[src/rtl/imem_loader.sv]
// Boot-time instruction-memory loader: packs a little-endian byte stream into 32-bit words,
// writes them from address 0 up to the all-ones sentinel, then gates the CPU reset.
module imem_loader #(
  parameter int unsigned DEPTH = 256,
  parameter int unsigned CNT_W = 32
) (
  input  logic                       clk,
  input  logic                       reset,
  input  logic                       in_valid,
  input  logic [7:0]                 in_data,
  output logic                       in_ready,
  input  logic                       end_program,
  input  logic                       restart,
  output logic                       imem_we,
  output logic [63:0]                imem_addr,
  output logic [31:0]                imem_wdata,
  output logic                       cpu_reset,
  output logic [$clog2(DEPTH):0]     words_loaded,
  output logic [CNT_W-1:0]           run_cycles,
  output logic                       done,
  output logic                       error
);

  localparam int unsigned AW = $clog2(DEPTH);

  typedef enum logic [2:0] {StLoad, StFlush, StRun, StHalt, StErr} state_e;

  state_e            state_q, state_d;
  logic [1:0]        bc_q, bc_d;
  logic [23:0]       asm_q, asm_d;
  logic [AW-1:0]     widx_q, widx_d;
  logic [AW:0]       words_q, words_d;
  logic [CNT_W-1:0]  cyc_q, cyc_d;
  logic              we_q, we_d;
  logic [63:0]       addr_q, addr_d;
  logic [31:0]       wdata_q, wdata_d;
  logic [31:0]       word;

  always_ff @(posedge clk or negedge reset) begin
    if (!reset) begin
      state_q <= StLoad;
      bc_q    <= '0;
      asm_q   <= '0;
      widx_q  <= '0;
      words_q <= '0;
      cyc_q   <= '0;
      we_q    <= 1'b0;
      addr_q  <= '0;
      wdata_q <= '0;
    end else begin
      state_q <= state_d;
      bc_q    <= bc_d;
      asm_q   <= asm_d;
      widx_q  <= widx_d;
      words_q <= words_d;
      cyc_q   <= cyc_d;
      we_q    <= we_d;
      addr_q  <= addr_d;
      wdata_q <= wdata_d;
    end
  end

  always_comb begin
    state_d = state_q;
    bc_d    = bc_q;
    asm_d   = asm_q;
    widx_d  = widx_q;
    words_d = words_q;
    cyc_d   = cyc_q;
    we_d    = 1'b0;
    addr_d  = addr_q;
    wdata_d = wdata_q;
    word    = {in_data, asm_q};

    unique case (state_q)
      StLoad: begin
        if (in_valid) begin
          bc_d = bc_q + 2'd1;
          unique case (bc_q)
            2'd0: asm_d[7:0]   = in_data;
            2'd1: asm_d[15:8]  = in_data;
            2'd2: asm_d[23:16] = in_data;
            default: begin
              we_d    = 1'b1;
              wdata_d = word;
              addr_d  = {{(62 - AW){1'b0}}, widx_q, 2'b00};
              widx_d  = widx_q + 1'b1;
              words_d = words_q + 1'b1;
              if (word == 32'hFFFF_FFFF) begin
                state_d = StFlush;
              end else if (widx_q == AW'(DEPTH - 1)) begin
                // Memory full without a sentinel: the program cannot be terminated.
                state_d = StErr;
              end
            end
          endcase
        end
      end
      StFlush: state_d = StRun;
      StRun: begin
        if (cyc_q != '1) cyc_d = cyc_q + 1'b1;
        if (end_program) state_d = StHalt;
      end
      StHalt, StErr: begin
        if (restart) begin
          state_d = StLoad;
          bc_d    = '0;
          widx_d  = '0;
          words_d = '0;
          cyc_d   = '0;
        end
      end
      default: state_d = StLoad;
    endcase
  end

  assign in_ready     = (state_q == StLoad);
  assign cpu_reset    = (state_q != StRun);
  assign done         = (state_q == StHalt);
  assign error        = (state_q == StErr);
  assign imem_we      = we_q;
  assign imem_addr    = addr_q;
  assign imem_wdata   = wdata_q;
  assign words_loaded = words_q;
  assign run_cycles   = cyc_q;

endmodule

[config.mk]
export PLATFORM = sky130hd
export DESIGN_NAME = imem_loader
export DESIGN_NICKNAME = d
export VERILOG_FILES = /design/src/rtl/imem_loader.sv
export SDC_FILE = /design/constraint.sdc
export NUM_CORES = 1
export LEC_CHECK = 0
export CAP_MARGIN = 10
export CORE_AREA = 5 5 148 150
export CTS_CLUSTER_DIAMETER = 200
export DETAILED_ROUTE_END_ITERATION = 8
export DIE_AREA = 0 0 153 155
export PLACE_DENSITY = 0.58
export SLEW_MARGIN = 20
export SYNTH_ARGS = -nofsm -noshare
export SYNTH_HDL_FRONTEND = slang
export SYNTH_SLANG_ARGS = --single-unit
[constraint.sdc]
create_clock -name clk -period 3.75 [get_ports clk]
set_input_delay 0.375 -clock clk [delete_from_list [all_inputs] [get_ports clk]]
set_output_delay 0.375 -clock clk [all_outputs]
set_load 0.005 [all_outputs]
==> metrics.csv <==
stage,metric,value,unit
outcome,status,finished clean,
grt,GRT Util Overall,13.09,%
critical_path,crit start category,flip-flop,
clocking,Worst-path clk slew,60,ps
pwr,Clk pwr share,37.2,%
pwr,Leak,3.426,nW
critical_path,FF-to-FF End,run_cycles[5]$_DFFE_PN0P_,
pwr,share of power burned in registers,40.4,%
critical_path,Worst path slowest cell,clkdlybuf4s50_1,
sta,worst clock skew,13.09,ps
yosys,"area leader, netlist",dfrtp_1,
grt,GRT overflow,0,
layout,Antenna Cells,0,
detailed_routing,WL final,15410,um
yosys,dominant synthesized flop cell,dfrtp_1,
sta,setup ws final,1363,ps
clocking,H-tree depth,4,
clocking,CTS Buf Count,17,
floorplan,Core Area,20560,um^2
placement,I/O Buffers,98,
floorplan,Die X,153,um
sta,# setup viols final,0,
floorplan,Die ar.,23720,um^2
critical_path,"delay-heaviest family, CP",buffers and inverters,
yosys,Synth area leaders,"dfrtp_1 49%, nand2_1 9.7%, buf_4 7.2%",
yosys,Synth top area share,49.36,%
critical_path,Critical R2R Launch,state_q[0]$_DFFE_PN0P_,
yosys,mean area per synthesized cell,9.669,um^2
yosys,Mapped Cells,624,
yosys,Synth cell types,56,
floorplan,Rows,53,
critical_path,critical path type,reg -> out,
sta,hold slack,27.62,ps
clocking,Skew-Pair Late Insertion Delay,420,ps
critical_path,Register-to-Register Path Depth,5,
grt,number of global-route vias before repair,4547,
critical_path,crit-path cells,nor3_1 -> clkdlybuf4s50_1,
clocking,Clock Tree Root,clkbuf_16,
pwr,logic gate share of total power,22.4,%
critical_path,Worst EP arrival,2010,ps
placement,routability congestion estimate,0.7677,
run,Max-cap violations,0,
pwr,Power Internal,3.085,mW
placement,DPL Wire Length,10610,um
detailed_routing,"antenna viol nets, final",0,
critical_path,Critical Path Stages,2,
clocking,CTS Hold Buffers Added,0,
yosys,asr flop ratio synth,100.0,%
pwr,switching share of total power,30.39,%
clocking,Post CTS Setup Buffer Count,0,
sta,Max Clk Rate,419.0,MHz
pwr,power per cell area,577.7,nW/um^2
pwr,NetSw,1.347,mW
yosys,Yosys warning total,0,
yosys,mapped cell area,6033,um^2
detailed_routing,vias,4681,
layout,fin util,37.32,%
layout,Final #Nets,741,
detailed_routing,initial detailed-routing violation count,202,
critical_path,crit path capture type,output pin,
grt,first-pass GRT wire length,24950,um
critical_path,CP required,3380,ps
floorplan,Initial Util,29.35,%
sta,Tcrit/Tclk final,63.64,%
sta,Period minus WS final,2387,ps
pwr,Pwr Total,4.433,mW
detailed_routing,detailed-route DRC error count,0,
clocking,CTS max path bufs,2,
critical_path,R2R setup slack,1410,ps
yosys,post-synthesis sequential area ratio,49.36,%
layout,share of post-route cells with drive strength above 1,11.31,%
sta,setup TNS,0,ps
critical_path,CP max FO,10,
worst_hold_path,HP Class,in -> async,
clocking,clk sinks,119,
yosys,"EDFF count, synth",0,
pwr,VDD IR-drop max,0.3323,mV
floorplan,# IOs,155,
clocking,CTS tree,done,
clocking,# resized after CTS,0,
critical_path,critical path buffer and inverter count,1,
grt,initial antenna violation count,0,
yosys,most frequent cell after synthesis,nand2_1,
detailed_routing,wire per inst,15.27,um
placement,pre-CTS WS,1129,ps
detailed_routing,first-pass iteration count of the detailed router,4,
yosys,commonest cells in the synthesized netlist,"156 x nand2_1, 119 x dfrtp_1, 58 x buf_4",
sta,Final Hold Violating Endpoints,0,
critical_path,Crit path largest cell delay,650,ps
grt,largest net degree at the start of global routing,62,
yosys,register bit count reported by yosys,119,
detailed_routing,vias per cell,4.639,
sta,Slew @ Worst Pin,830.6,ps
sta,"Slew Viols, Final",0,
floorplan,die height,155,um
sta,RSZ-0062 raised after global routing,false,
sta,Max-slew headroom,44.04,%
layout,synth-to-layout area growth,27.17,%
## stage by stage
step / area [um^2] / instances
2_1_floorplan: 6240 / 679
3_3_place_gp: 7076 / 977
3_5_place_dp: 7076 / 977
4_1_cts: 7672 / 1009
5_1_grt: 7672 / 1009
6_report: 7672 / 1009
## cells in the final DEF (no fill, tap or decap), types with 4 or more instances in the layout
cell             instances
nand3_1                 19
nand2b_1                 5
inv_6                    4
nand2_1                156
and4_1                   7
or4_1                   15
buf_4                    8
dfrtp_1                119
xor2_1                  10
ha_1                     7
inv_1                    4
nor2_1                  22
mux2_2                  24
nor4_1                   7
o21ai_0                 15
nor3_1                   7
mux2i_1                  4
conb_1                  56
nand4_1                 23
clkdlybuf4s50_1         97
a21oi_1                 24
or3_1                    5
and2_1                   6
clkbuf_16               17
o31ai_1                 19
## cell families after synthesis
logic type | after synthesis | share of synthesized area, %
AO/OA/AOI/OAI | 77 | 8.441
XOR/XNOR | 13 | 1.887
adder cells (fa/ha/maj) | 7 | 1.452
buffers and inverters | 88 | 9.830
flip-flops | 119 | 49.36
multiplexers | 28 | 5.143
other | 1 | 0.06216
AND/OR/NAND/NOR | 291 | 23.83
## power groups by stage
stage	Sequential [mW]	Combinational, mW	Clock, mW
final	1.79	0.991	1.65
after global routing	1.84	1.11	1.75
after CTS	1.79	1.01	1.69
after detailed placement	1.81	1.00	0
after global placement	1.81	0.997	0
after floorplan	1.74	0.599	0
## final cells by class
cell class	count	area (um^2)
clock buffers	19	452.9
clock inverters	13	143.9
fillers	2103	12880
inverters	5	18.77
multi-input cells	472	2684
flip-flops and latches	119	2978
well taps	275	344.1
repair buffers	106	1051
## sequential cells by signal, indices dropped and copies added (netlist names)
| signal | count |
|---|---|
| imem_wdata | 32 |
| run_cycles | 32 |
| asm_q | 24 |
| words_loaded | 9 |
| imem_addr | 8 |
| widx_q | 8 |
| state_q | 3 |
| bc_q | 2 |
| imem_we | 1 |
## per-layer routing
metal  track usage [%]  share of wire [%]  up-vias
li1                  -                  -     2263
met1             17.07                 46     2283
met2             20.70                 47      129
met3             4.673                6.6        6
met4             3.649               0.67        0
met5                 0                  0        -
## worst reg2reg max path, cell delays in order (launching register included)
cell	delay, ps
dfrtp_1	510
nor3b_4	400
a32oi_2	300
or3b_2	580
or4_1	410
nand3_1	80
## how the worst max path moves through the flow
| stage | slack [ps] | from | to |
|---|---|---|---|
| floorplan | 1700 | state_q[0]$_DFFE_PN0P_ | run_cycles[31]$_DFFE_PN0P_ |
| global placement | 1150 | restart | run_cycles[5]$_DFFE_PN0P_ |
| detailed placement | 1130 | restart | run_cycles[5]$_DFFE_PN0P_ |
| CTS | 1330 | state_q[1]$_DFFE_PN0P_ | in_ready |
| global route | 1170 | state_q[0]$_DFFE_PN0P_ | run_cycles[30]$_DFFE_PN0P_ |
| finish | 1360 | state_q[1]$_DFFE_PN0P_ | in_ready |
(Power assumes the default switching activity.)
